## src/rtl/instr_mem_loader.sv

```systemverilog
// Instruction memory loader: assembles a byte stream MSB-first into 32-bit words and writes them.
// Optional trailing XOR checksum byte after the HALT word is enabled by INSTR_LOADER_CHECKSUM_EN.
module instr_mem_loader #(
    parameter int               SIZE            = 32,
    parameter int               MAX_INSTRUCTION = 64,
    parameter int               ADDR_WIDTH      = $clog2(MAX_INSTRUCTION),
    parameter logic [SIZE-1:0]  HALT_WORD       = 32'hFFFF_FFFF
) (
    input  logic                  i_clk,
    input  logic                  i_rst_n,
    input  logic                  i_start,
    input  logic [7:0]            i_rx_data,
    input  logic                  i_rx_valid,
    output logic                  o_inst_write_enable,
    output logic [ADDR_WIDTH-1:0] o_write_addr,
    output logic [SIZE-1:0]       o_write_data,
    output logic                  o_stall,
    output logic                  o_rst_debug,
    output logic                  o_busy,
    output logic                  o_done,
    output logic                  o_error,
    output logic [ADDR_WIDTH:0]   o_word_count
);

    localparam logic [ADDR_WIDTH-1:0] LAST_ADDR = ADDR_WIDTH'(MAX_INSTRUCTION - 1);

    typedef enum logic [2:0] {
        S_IDLE,
        S_LOAD,
        S_WRITE,
        S_FLUSH,
        S_DONE,
        S_ERR
`ifdef INSTR_LOADER_CHECKSUM_EN
        , S_CSUM
`endif
    } state_t;

    state_t                state_q, state_d;
    logic [1:0]            byte_idx_q, byte_idx_d;
    logic [SIZE-1:0]       word_q, word_d;
    logic [ADDR_WIDTH-1:0] addr_q, addr_d;
    logic [ADDR_WIDTH:0]   count_q, count_d;
    logic                  we_q, we_d;
    logic [ADDR_WIDTH-1:0] waddr_q, waddr_d;
    logic [SIZE-1:0]       wdata_q, wdata_d;
    logic                  stall_q, stall_d;
    logic                  error_q, error_d;
    logic [SIZE-1:0]       shifted;
`ifdef INSTR_LOADER_CHECKSUM_EN
    logic [7:0]            csum_q, csum_d;
`endif

    assign shifted = {word_q[SIZE-9:0], i_rx_data};

    always_ff @(posedge i_clk or negedge i_rst_n) begin
        if (!i_rst_n) begin
            state_q    <= S_IDLE;
            byte_idx_q <= '0;
            word_q     <= '0;
            addr_q     <= '0;
            count_q    <= '0;
            we_q       <= 1'b0;
            waddr_q    <= '0;
            wdata_q    <= '0;
            stall_q    <= 1'b0;
            error_q    <= 1'b0;
`ifdef INSTR_LOADER_CHECKSUM_EN
            csum_q     <= '0;
`endif
        end else begin
            state_q    <= state_d;
            byte_idx_q <= byte_idx_d;
            word_q     <= word_d;
            addr_q     <= addr_d;
            count_q    <= count_d;
            we_q       <= we_d;
            waddr_q    <= waddr_d;
            wdata_q    <= wdata_d;
            stall_q    <= stall_d;
            error_q    <= error_d;
`ifdef INSTR_LOADER_CHECKSUM_EN
            csum_q     <= csum_d;
`endif
        end
    end

    always_comb begin
        state_d    = state_q;
        byte_idx_d = byte_idx_q;
        word_d     = word_q;
        addr_d     = addr_q;
        count_d    = count_q;
        we_d       = 1'b0;
        waddr_d    = '0;
        wdata_d    = '0;
        stall_d    = stall_q;
        error_d    = error_q;
`ifdef INSTR_LOADER_CHECKSUM_EN
        csum_d     = csum_q;
`endif
        case (state_q)
            S_IDLE, S_DONE: begin
                if (i_start) begin
                    state_d    = S_LOAD;
                    byte_idx_d = '0;
                    word_d     = '0;
                    addr_d     = '0;
                    count_d    = '0;
                    error_d    = 1'b0;
                    stall_d    = 1'b1;
`ifdef INSTR_LOADER_CHECKSUM_EN
                    csum_d     = '0;
`endif
                end
            end
            S_LOAD: begin
                if (i_rx_valid) begin
                    word_d     = shifted;
                    byte_idx_d = byte_idx_q + 2'd1;
`ifdef INSTR_LOADER_CHECKSUM_EN
                    csum_d     = csum_q ^ i_rx_data;
`endif
                    // The strobe is loaded on the same edge that accepts the last byte.
                    if (byte_idx_q == 2'd3) begin
                        state_d = S_WRITE;
                        we_d    = 1'b1;
                        waddr_d = addr_q;
                        wdata_d = shifted;
                    end
                end
            end
            S_WRITE: begin
                count_d = count_q + 1'b1;
                if (addr_q != LAST_ADDR) begin
                    addr_d = addr_q + 1'b1;
                end
                if (word_q == HALT_WORD) begin
`ifdef INSTR_LOADER_CHECKSUM_EN
                    state_d = S_CSUM;
`else
                    state_d = S_FLUSH;
`endif
                end else if (addr_q == LAST_ADDR) begin
                    state_d = S_ERR;
                    error_d = 1'b1;
                end else begin
                    state_d = S_LOAD;
                end
            end
`ifdef INSTR_LOADER_CHECKSUM_EN
            S_CSUM: begin
                if (i_rx_valid) begin
                    if (i_rx_data == csum_q) begin
                        state_d = S_FLUSH;
                    end else begin
                        state_d = S_ERR;
                        error_d = 1'b1;
                    end
                end
            end
`endif
            S_FLUSH: begin
                state_d = S_DONE;
                stall_d = 1'b0;
            end
            S_ERR: begin
                state_d = S_DONE;
                stall_d = 1'b0;
            end
            default: begin
                state_d = S_IDLE;
            end
        endcase
    end

    assign o_inst_write_enable = we_q;
    assign o_write_addr        = waddr_q;
    assign o_write_data        = wdata_q;
    assign o_stall             = stall_q;
    assign o_rst_debug         = (state_q == S_FLUSH);
    assign o_busy              = (state_q != S_IDLE) && (state_q != S_DONE);
    assign o_done              = (state_q == S_DONE);
    assign o_error             = error_q;
    assign o_word_count        = count_q;

endmodule

```

## config.mk

```make
export PLATFORM = sky130hd
export DESIGN_NAME = instr_mem_loader
export DESIGN_NICKNAME = d
export VERILOG_FILES = /design/src/rtl/instr_mem_loader.sv
export SDC_FILE = /design/constraint.sdc
export NUM_CORES = 1
export LEC_CHECK = 0
export ABC_AREA = 1
export ABC_CLOCK_PERIOD_IN_PS = 4510
export CORE_ASPECT_RATIO = 2
export CORE_UTILIZATION = 45
export DETAILED_ROUTE_END_ITERATION = 8
export PLACE_DENSITY = 0.7
export SYNTH_ARGS = -nofsm -noshare
export SYNTH_HDL_FRONTEND = slang
export SYNTH_SLANG_ARGS = --single-unit
```

## constraint.sdc

```tcl
create_clock -name i_clk -period 4.51 [get_ports i_clk]
set_clock_uncertainty 0.1 [all_clocks]
set_input_delay 1.353 -clock i_clk [delete_from_list [all_inputs] [get_ports i_clk]]
set_output_delay 1.353 -clock i_clk [all_outputs]
set_load 0.01 [all_outputs]
```

# Word-level counts from Yosys, hierarchy flattened
# Index checks and enable logic that the tools add are counted.
# classes
mux,32
add_sub_neg,3
n_reduce_logical,14
eq_ne,16
# op_table
operator,count
32-bit two-way mux,5
32-bit one-hot mux with 2 select lines,1
32-bit == test (second input constant),1
6-bit two-way mux,5
3-bit two-way mux,5
7-bit one-hot mux with 2 select lines,1
2-bit inequality test (second input constant),6
3-bit one-hot mux with 4 select lines,1
6-bit one-hot mux with 2 select lines,1
3-bit AND reduction,3
7-bit by 1-bit adder with 7-bit output (second input constant),1
1-bit two-way mux,7
7-bit two-way mux,1
6-bit by 1-bit adder with 6-bit output (second input constant),1
3-bit by 2-bit == test with 1-bit output (second input constant),2
3-bit == test (second input constant),2
6-bit == test (second input constant),1
6-bit inequality test (second input constant),1
2-bit nonzero test,3
2-bit two-way mux,2
1-bit one-hot mux with 2 select lines,2
2-bit one-hot mux with 2 select lines,1
2-bit AND reduction,2
4-bit AND reduction,1
other kinds (8),9
# word_totals
out_inout_bits,51
ff_bits,91
wordCells,75
inputBits,12

# Depth between registers and ports, before layout
# Gate-level depths: netlist (run 1).
# depth
ltp_word,4
ltp_mapped,9
depth_no_buf,9

# Worst setup path after synthesis (run 1)
# No wires, ideal clock.
# synth_timing
kind,reg-to-output
startpoint,register state_q[0]
endpoint,output port o_done
arrival_ns,0.813
stages_incl_launch_ff,4
required_ns,3.057
path_slack_ns,2.244
path_buffers,0
cell_sequence,dfrtp_1 > nor2_1 > inv_1 > nor2_1
# synth_between
elab_chain_cells,1
# synth_rtl
item,line_no,text
"start, declared",39,"state_t state_q, state_d;"
"start signal, assigned",72,state_q <= state_d;
3-bit == test,183,assign o_done = (state_q == S_DONE);
"end, declared",20,"output logic o_done,"
# No other way between the ends.

# Worst setup path after layout (run 1)
# layout_timing
startpoint,register state_q[2]
endpoint,output port o_rst_debug
# layout_between
elab_chain_cells,1
# layout_rtl
item,line_no,text
3-bit by 2-bit == test with 1-bit output,181,assign o_rst_debug = (state_q == S_FLUSH);
"end, declared",18,"output logic o_rst_debug,"
# No other way between the ends.

==> flow_summary.json, run 1 <==
{
  "outcome": "completed",
  "detailed_place.area_mm2": 0.00430,
  "timing.critical_path.cells": "inv_1, nand2_1, nor2_1, clkdlybuf4s50_1",
  "postLayoutCoreUtil_pct": 59.5,
  "achievable-frequency_mhz": 321,
  "root_buffer": "sky130_fd_sc_hd__clkbuf_16",
  "floorplan.die.height_um": 129,
  "avgRoutedWirePerCell_um": 14.3,
  "ios": 63,
  "overflow_after_grt": 0,
  "gr-usage-met3_pct": 3.55,
  "vdd.ir_drop.worst_v": 0.000325,
  "hold_viol": 0,
  "port_buffers": 62,
  "critical-path-top-delay-family": "buffers and inverters",
  "worstHoldEndpoint": "o_error",
  "fin_area_mm2": 0.00455,
  "place_congestion": 0.800,
  "number_of_filler_instances_in_the_final_layout": 693,
  "design.core.area_mm2": 0.00766,
  "crit_arrival_ps": 1660,
  "worstSkewPairLatency_ps": 330,
  "design.die.area_mm2": 0.00841,
  "place.detailed.hpwl_um": 5360,
  "routed-via-count": 2572,
  "yosysUniqueCellTypes": 22,
  "ctsLongestPathBuffers": 2,
  "required_worst_endpoint_ps": 3060,
  "syn_area_mm2": 0.00361,
  "area_growth_pct": 26.1,
  "rr_startpoint": "state_q[2]",
  "antennaDiodeCount": 0,
  "start_util_pct": 47.1,
  "cts_made_buffers": 9,
  "top_usage_layer": "met2",
  "nets": 435,
  "pin_count_of_the_biggest_net_entering_global_routing": 47,
  "power.density_mw_per_mm2": 490,
  "fin_setup_tns_ps": 0,
  "core.rowCount": 45,
  "reg2reg_depth": 9,
  "critPathBufInv": 2,
  "total_leakage_power_nw": 2.02,
  "number_of_design_rule_violations_left_by_the_first_detailed_router_iteration": 131,
  "post_cts.repair.setup_buffers": 0,
  "final_antenna_net_count": 0,
  "antenna_found_initial": 0,
  "min_from": "o_error",
  "grt_pass1_wl_um": 12400,
  "layout-drive-gt1-share_pct": 10.4,
  "worstHoldPathCells": 2,
  "r2r-end": "addr_q[1]",
  "cap_violations": 0,
  "numClockSinks": 91,
  "worstPathMaxFanout": 4,
  "clock_tree_from_tritoncts": "yes",
  "hold_wc_path_type": "reg -> reg",
  "period_minus_slack_ps": 3110,
  "critical-path-max-stage-delay_ps": 550,
  "setup.worst_path.start_class": "flip-flop",
  "clk_pin_slew_ps": 60,
  "cts_hold_repair.buffers": 0,
  "syn-instance-count": 354,
  "slew_viol_final": 0,
  "post_synthesis_area_per_instance_um2": 10.2,
  "met2_usage_pct": 35.3,
  "post_cts_resized": 0,
  "multi_input_area_mm2": 0.00104,
  "rsz0062_at_grt": "false",
  "timing.critical_path.slowest_stage_cell": "sky130_fd_sc_hd__clkdlybuf4s50_1",
  "yosysWarningCount": 0,
  "seq_area_frac_synth_pct": 63.1,
  "grt_pass1_vias": 2693,
  "tot_gr_track_use_pct": 20.1,
  "postSynthNetCount": 369,
  "finalSetupViolCount": 0,
  "tightest_slew_ps": 824,
  "post_drt_via_cell_ratio": 4.98,
  "detailedRoute.firstPassIterationCount": 4,
  "detail_route.wirelength_um": 7390,
  "register_area_mm2": 0.00228,
  "ctsHtreeMaxLevel": 3,
  "grt.met1_usage_pct": 22.2,
  "final.period_utilization_pct": 69.0,
  "drc": 0,
  "worst_setup_path_end_kind": "output port",
  "synth.ff_latch_count": 91,
  "setup.worst_path.class": "reg -> out",
  "chip_width_um": 65.3,
  "reg2reg_setup_slack_ps": 2540,
  "timing.slew.headroom_pct": 44.9
}
-- worst max path at each step --
stage,from,endpoint,slack (ps),cells past startpoint
after detailed placement,i_start,word_q[20],1290,5
after CTS,state_q[2],o_rst_debug,1370,4
after floorplan,state_q[0],o_done,2240,3
final,state_q[2],o_rst_debug,1400,4
after global placement,i_rx_valid,o_write_data[15],1350,6
after global routing,state_q[2],o_rst_debug,1340,4
-- power breakdown --
group | internal, mW | switching [mW] | total [mW]
combinational | 0.174 | 0.365 | 0.538
clock | 0.379 | 0.271 | 0.650
sequential | 0.955 | 0.0889 | 1.04
-- metal layers --
metal  vias to the layer above  wire length, um
met3                        12              178
met1                      1274             2750
met4                         0              174
met5                         -                0
li1                       1244                -
met2                        42             4290
-- cells in the final DEF (no fill, tap or decap) --
cell,instances
sky130_fd_sc_hd__a21oi_1,1
sky130_fd_sc_hd__o22ai_1,26
sky130_fd_sc_hd__xnor2_1,1
sky130_fd_sc_hd__clkdlybuf4s50_1,61
sky130_fd_sc_hd__o31ai_1,1
sky130_fd_sc_hd__clkbuf_16,9
sky130_fd_sc_hd__ha_1,3
sky130_fd_sc_hd__nand2_2,1
sky130_fd_sc_hd__clkbuf_8,1
sky130_fd_sc_hd__inv_2,4
sky130_fd_sc_hd__xor2_1,1
sky130_fd_sc_hd__buf_4,6
sky130_fd_sc_hd__nor2_2,10
sky130_fd_sc_hd__dfrtp_1,91
sky130_fd_sc_hd__nand2_1,49
sky130_fd_sc_hd__nor3_4,2
sky130_fd_sc_hd__nand3b_1,2
sky130_fd_sc_hd__inv_1,53
sky130_fd_sc_hd__clkbuf_1,3
sky130_fd_sc_hd__nor2_4,11
sky130_fd_sc_hd__o21ai_0,25
sky130_fd_sc_hd__nor2_1,37
sky130_fd_sc_hd__nand3_1,24
-- state kept, by name, indices dropped and copies added, names as in the netlist, 2 cells and up --
name,cells
byte_idx_q,2
state_q,3
word_q,32
o_write_data,32
o_write_addr,6
o_word_count,7
addr_q,6
-- cell families (layout without fill, tap and decap cells) --
group | after synthesis | in the layout | share of synthesized area (%)
AOI/OAI and AO/OA | 53 | 53 | 8.32
xor gates and xnor gates | 2 | 2 | 0.485
adders and majority gates | 3 | 3 | 1.04
buffers and inverters | 69 | 137 | 8.15
DFF | 91 | 91 | 63.1
and+or+nand+nor | 136 | 136 | 18.9
-- tightest hold or removal path: stages (launching register included) --
cell	delay, ps
sky130_fd_sc_hd__dfrtp_1	340
sky130_fd_sc_hd__nand2_1	50
sky130_fd_sc_hd__nand2_1	50
-- cell type report --
class,instances,share of cell area (%)
inverters,57,4.70
clock buffers,13,5.50
well taps,94,2.58
multi-input cells,194,22.8
repair buffers,67,14.4
flip-flops and latches,91,50.0
-- Yosys cell counts (all sizes together) --
cell | count | area (um^2)
a21oi | 1 | 5.00
buf | 6 | 57.6
clkbuf | 6 | 22.5
dfrtp | 91 | 2280
ha | 3 | 37.5
inv | 57 | 214
nand2 | 50 | 190
nand3 | 24 | 120
nand3b | 2 | 15.0
nor2 | 58 | 325
nor3 | 2 | 32.5
o21ai | 25 | 125
o22ai | 26 | 163
o31ai | 1 | 7.51
xnor2 | 1 | 8.76
xor2 | 1 | 8.76
-- through the flow --
step	std cells	total power, mW	setup WS [ps]	hold slack (ps)
floorplan	354	1.40	2240	369
global placement	503	1.58	1350	370
detailed placement	503	1.60	1290	365
CTS	516	2.25	1370	391
global route	516	2.36	1340	416
finish	516	2.23	1400	385
Note: power is estimated with default switching activity, not from simulation.
==> run 2, diff against run 1 <==
--- a/config.mk
+++ b/config.mk
@@ -6,7 +6,7 @@
 export NUM_CORES = 1
 export LEC_CHECK = 0
 export ABC_AREA = 1
-export ABC_CLOCK_PERIOD_IN_PS = 4510
+export ABC_CLOCK_PERIOD_IN_PS = 3000
 export CORE_ASPECT_RATIO = 2
 export CORE_UTILIZATION = 45
 export DETAILED_ROUTE_END_ITERATION = 8
==> constraint.sdc (replaced) <==
create_clock -name i_clk -period 3 [get_ports i_clk]
set_clock_uncertainty 0.1 [all_clocks]
set_input_delay 0.9 -clock i_clk [delete_from_list [all_inputs] [get_ports i_clk]]
set_output_delay 0.9 -clock i_clk [all_outputs]
set_load 0.01 [all_outputs]
==> run 2 against run 1 <==
Sequential cell count did not move; sequential power rose by 51%; critical path type unchanged; final cell count rose by 0.58%; global-route usage fell by 0.14 points.
==> flow_summary.json, run 2 (synthesized netlist as in run 1, its figures left out) <==
{
  "root_buffer": "sky130_fd_sc_hd__clkbuf_16",
  "layout-drive-gt1-share_pct": 11.5,
  "fin_setup_tns_ps": 0,
  "layout.cells.most_common": "sky130_fd_sc_hd__dfrtp_1",
  "antenna_found_initial": 0,
  "total_leakage_power_nw": 2.05,
  "worstHoldEndpoint": "o_error",
  "power.total_mw": 3.46,
  "start_util_pct": 47.1,
  "port_buffers": 62,
  "ctsHtreeMaxLevel": 3,
  "period_minus_slack_ps": 2660,
  "crit_arrival_ps": 1660,
  "worstPathMaxFanout": 4,
  "cts_made_buffers": 9,
  "rr_startpoint": "state_q[2]",
  "clock_tree_from_tritoncts": "yes",
  "min_from": "o_error",
  "avgRoutedWirePerCell_um": 14.4,
  "antennaDiodeCount": 0,
  "routed-via-count": 2585,
  "required_worst_endpoint_ps": 2000,
  "design.core.area_mm2": 0.00766,
  "worstHoldPathCells": 2,
  "area_growth_pct": 27.6,
  "rsz0062_at_grt": "false",
  "reg2reg_setup_slack_ps": 980,
  "fin_area_mm2": 0.00461,
  "achievable-frequency_mhz": 375,
  "power.density_mw_per_mm2": 752,
  "overflow_after_grt": 0,
  "finalSetupViolCount": 0,
  "ios": 63,
  "reg2reg_depth": 9,
  "pin_count_of_the_biggest_net_entering_global_routing": 48,
  "vdd.ir_drop.worst_v": 0.000466,
  "hold_viol": 0,
  "tot_gr_track_use_pct": 19.9,
  "clk_pin_slew_ps": 60,
  "detailedRoute.firstPassIterationCount": 4,
  "setup.worst_path.start_class": "flip-flop",
  "grt_pass1_wl_um": 12200,
  "worst_setup_path_end_kind": "output port",
  "final.period_utilization_pct": 88.8,
  "r2r-end": "addr_q[0]",
  "place.detailed.hpwl_um": 5220,
  "detailed_place.area_mm2": 0.00432,
  "hold_wc_path_type": "reg -> reg",
  "drc": 0,
  "chip_width_um": 65.3,
  "place_congestion": 0.837,
  "cap_violations": 0,
  "worst_hold_slack_ps": 387,
  "post_cts.repair.setup_buffers": 0,
  "worstSkewPairLatency_ps": 340,
  "final_antenna_net_count": 0,
  "setup.worst_path.class": "reg -> out",
  "cts_hold_repair.buffers": 0,
  "tightest_slew_ps": 1060,
  "slew_viol_final": 0,
  "post_drt_via_cell_ratio": 4.98,
  "core.rowCount": 45,
  "post_cts_resized": 0,
  "numClockSinks": 91,
  "number_of_design_rule_violations_left_by_the_first_detailed_router_iteration": 118,
  "outcome": "completed",
  "floorplan.die.height_um": 129,
  "timing.slew.headroom_pct": 29.3,
  "grt_pass1_vias": 2588,
  "nets": 435,
  "layout.cells.most_common_list": "91 x sky130_fd_sc_hd__dfrtp_1, 61 x sky130_fd_sc_hd__clkdlybuf4s50_1, 53 x sky130_fd_sc_hd__inv_1, 49 x sky130_fd_sc_hd__nand2_1, 37 x sky130_fd_sc_hd__nor2_1",
  "ctsLongestPathBuffers": 2,
  "detail_route.wirelength_um": 7460,
  "design.die.area_mm2": 0.00841
}
-- run 2: final cells by class --
type / count / area (um^2)
timing repair buffer: 67 / 668
clock buffer: 13 / 270
inverter: 57 / 214
multi-input combinational: 194 / 1040
tap: 94 / 118
sequential: 91 / 2280
fill: 665 / 3050
clock inverter: 3 / 21.3
-- run 2: through the flow --
stage                     worst slack, ps  util [%]  std cells
after detailed placement              288      56.4        503
after CTS                             316      60.2        519
after floorplan                      1190         -        354
after global placement                339      56.4        503
after global routing                  242      60.2        519
final                                 336      60.2        519
-- run 2: routing by layer --
metal  global-route usage, %  share of wire, %
met5                       0                 0
met4                    9.59               2.6
met3                    4.96               3.1
met2                    35.3                57
met1                    21.7                38
-- run 2: worst max path at each step --
stage                     from          endpoint  cells after the start
global placement    i_rx_valid   o_write_addr[5]                      5
floorplan           state_q[0]            o_done                      3
detailed placement  i_rx_valid  o_write_data[13]                      5
finish              state_q[2]       o_rst_debug                      4
global route        state_q[2]       o_rst_debug                      4
CTS                 state_q[2]       o_rst_debug                      4
-- run 2: where the power goes --
part | internal, mW | leakage, nW | switching (mW) | total [mW]
Combinational | 0.271 | 0.657 | 0.550 | 0.821
Clock | 0.629 | 0.142 | 0.447 | 1.08
Sequential | 1.43 | 1.25 | 0.133 | 1.57
Total | 2.33 | 2.05 | 1.13 | 3.46
-- run 2: worst max-delay path, cell delays in order (launching register included) --
cell and delay [ps]:
sky130_fd_sc_hd__dfrtp_1 430, sky130_fd_sc_hd__inv_1 100, sky130_fd_sc_hd__nand2_1 110, sky130_fd_sc_hd__nor2_1 130
sky130_fd_sc_hd__clkdlybuf4s50_1 550
==> run 3, diff against run 2 <==
--- a/config.mk
+++ b/config.mk
@@ -7,10 +7,11 @@
 export LEC_CHECK = 0
 export ABC_AREA = 1
 export ABC_CLOCK_PERIOD_IN_PS = 3000
+export CAP_MARGIN = 30
 export CORE_ASPECT_RATIO = 2
 export CORE_UTILIZATION = 45
 export DETAILED_ROUTE_END_ITERATION = 8
-export PLACE_DENSITY = 0.7
+export DONT_BUFFER_PORTS = 1
 export SYNTH_ARGS = -nofsm -noshare
 export SYNTH_HDL_FRONTEND = slang
 export SYNTH_SLANG_ARGS = --single-unit
==> run 3 against run 2 <==
Sequential cell count is the same; design area shrank 13%; final cell count shrank 12%; clock-buffer cell count shrank 3; total power shrank 1.4%; wire length shrank 2.5%; utilization shrank 7.9 points; non-clock buffer count shrank 61; largest cell class unchanged.
==> flow_summary.json, run 3 (synthesized netlist as in run 1, its figures left out) <==
{
  "routed-via-count": 2343,
  "pre_cts_ws_ps": 856,
  "layout.cells.most_common_list": "91 x sky130_fd_sc_hd__dfrtp_1, 53 x sky130_fd_sc_hd__inv_1, 49 x sky130_fd_sc_hd__nand2_1, 37 x sky130_fd_sc_hd__nor2_1, 26 x sky130_fd_sc_hd__o22ai_1",
  "ctsLongestPathBuffers": 2,
  "power.density_mw_per_mm2": 854,
  "rr_startpoint": "state_q[2]",
  "fin_setup_tns_ps": 0,
  "overflow_after_grt": 0,
  "tot_gr_track_use_pct": 19.8,
  "highest_layer": "met4",
  "hold_wc_path_type": "in -> async",
  "port_buffers": 0,
  "achievable-frequency_mhz": 443,
  "detailedRoute.firstPassIterationCount": 4,
  "antenna_found_initial": 0,
  "slew_viol_final": 0,
  "cap_violations": 0,
  "final.period_utilization_pct": 75.2,
  "design.core.area_mm2": 0.00766,
  "worstSkewPairLatency_ps": 340,
  "detailed_place.area_mm2": 0.00369,
  "clk_pin_slew_ps": 60,
  "start_util_pct": 47.1,
  "met3WireLength_um": 226,
  "vdd.ir_drop.worst_v": 0.000454,
  "numClockSinks": 91,
  "chip_width_um": 65.3,
  "grt_pass1_vias": 2417,
  "place_congestion": 0.787,
  "nets": 374,
  "design.die.area_mm2": 0.00841,
  "avgRoutedWirePerCell_um": 15.9,
  "root_buffer": "sky130_fd_sc_hd__clkbuf_16",
  "cts_made_buffers": 9,
  "post_cts.repair.setup_buffers": 0,
  "antennaDiodeCount": 0,
  "fin_area_mm2": 0.00400,
  "hold_viol": 0,
  "period_minus_slack_ps": 2260,
  "core.rowCount": 45,
  "layout-drive-gt1-share_pct": 13.7,
  "timing.slew.headroom_pct": 61.0,
  "layout.cells.most_common": "sky130_fd_sc_hd__dfrtp_1",
  "number_of_filler_instances_in_the_final_layout": 740,
  "place.detailed.hpwl_um": 5090,
  "finalSetupViolCount": 0,
  "pin_count_of_the_biggest_net_entering_global_routing": 92,
  "setup.worst_path.start_class": "flip-flop",
  "grt_pass1_wl_um": 12000,
  "post_cts_resized": 0,
  "required_worst_endpoint_ps": 2000,
  "crit_start": "state_q[0]",
  "total_leakage_power_nw": 1.83,
  "outcome": "completed",
  "setup.worst_path.class": "reg -> out",
  "worstPathMaxFanout": 3,
  "ios": 63,
  "post_drt_via_cell_ratio": 5.12,
  "drt-met1-wl_um": 2540,
  "tightest_slew_ps": 584,
  "floorplan.die.height_um": 129,
  "rsz0062_at_grt": "false",
  "cts_hold_repair.buffers": 0,
  "final.setup.worst_slack_ps": 743,
  "final_antenna_net_count": 0,
  "number_of_design_rule_violations_left_by_the_first_detailed_router_iteration": 128,
  "clock_tree_from_tritoncts": "yes",
  "drc": 0,
  "area_growth_pct": 10.9,
  "detail_route.wirelength_um": 7270,
  "worst_setup_path_end_kind": "output port",
  "ctsHtreeMaxLevel": 3,
  "crit_arrival_ps": 1260,
  "detailroute.wirelength.met2_um": 4340
}
==> run 3: cell types whose count changed in the layout (fill, tap and decap cells not counted) <==
cell                              previous run  this run
sky130_fd_sc_hd__clkinvlp_4                  1         2
sky130_fd_sc_hd__bufinv_16                   0         1
sky130_fd_sc_hd__inv_6                       0         2
sky130_fd_sc_hd__clkdlybuf4s50_1            61         0
sky130_fd_sc_hd__buf_4                       5         6
sky130_fd_sc_hd__buf_12                      1         0
sky130_fd_sc_hd__clkbuf_8                    3         1
sky130_fd_sc_hd__clkinv_2                    1         0
sky130_fd_sc_hd__clkbuf_1                    1         0
==> run 3: path summary, 6_finish.rpt <==
path                                   endpoint  slack, ps  cells after the start
worst max-delay path                     o_done        740                      3
worst min-delay path            o_write_data[2]        160                      0
worst max register to register        addr_q[1]       1110                     10
worst min register to register       word_q[27]        410                      2
max in group asynchronous            word_q[31]       2480                      0
min in group i_clk                   word_q[27]        410                      2
==> run 3: worst max-delay path, stage by stage, from the launching register on <==
cell and delay (ps):
sky130_fd_sc_hd__dfrtp_1 430, sky130_fd_sc_hd__nor2_1 170, sky130_fd_sc_hd__inv_1 110, sky130_fd_sc_hd__nor2_1 210
==> run 3: report_power, final <==
part | internal [mW] | switching [mW] | total (mW)
clock | 0.675 | 0.469 | 1.14
combinational | 0.197 | 0.496 | 0.693
sequential | 1.43 | 0.145 | 1.58
total | 2.31 | 1.11 | 3.42
==> run 3: per-stage QoR <==
stage | total power [mW] | hold slack (ps) | std cells | util (%)
6_report | 3.42 | 157 | 458 | 52.3
5_1_grt | 3.62 | 131 | 458 | 52.3
4_1_cts | 3.46 | 141 | 458 | 52.3
3_5_place_dp | 2.30 | 400 | 442 | 48.2
3_3_place_gp | 2.28 | 391 | 442 | 48.2
2_1_floorplan | 2.11 | 369 | 354 | -
==> run 3: layer usage <==
| layer | up-vias | global-route usage, % |
|---|---|---|
| li1 | 1131 | - |
| met2 | 46 | 36.1 |
| met5 | - | 0 |
| met3 | 12 | 5.41 |
| met4 | 0 | 8.95 |
| met1 | 1154 | 20.4 |
==> run 3: final cells by class <==
class	count	area (um^2)	area share, %
clock buffers	10	239	5.97
clock inverters	6	71.3	1.78
inverters	57	214	5.35
multi-input cells	194	1040	25.9
flip-flops and latches	91	2280	56.9
well taps	94	118	2.94
repair buffers	6	45.0	1.13
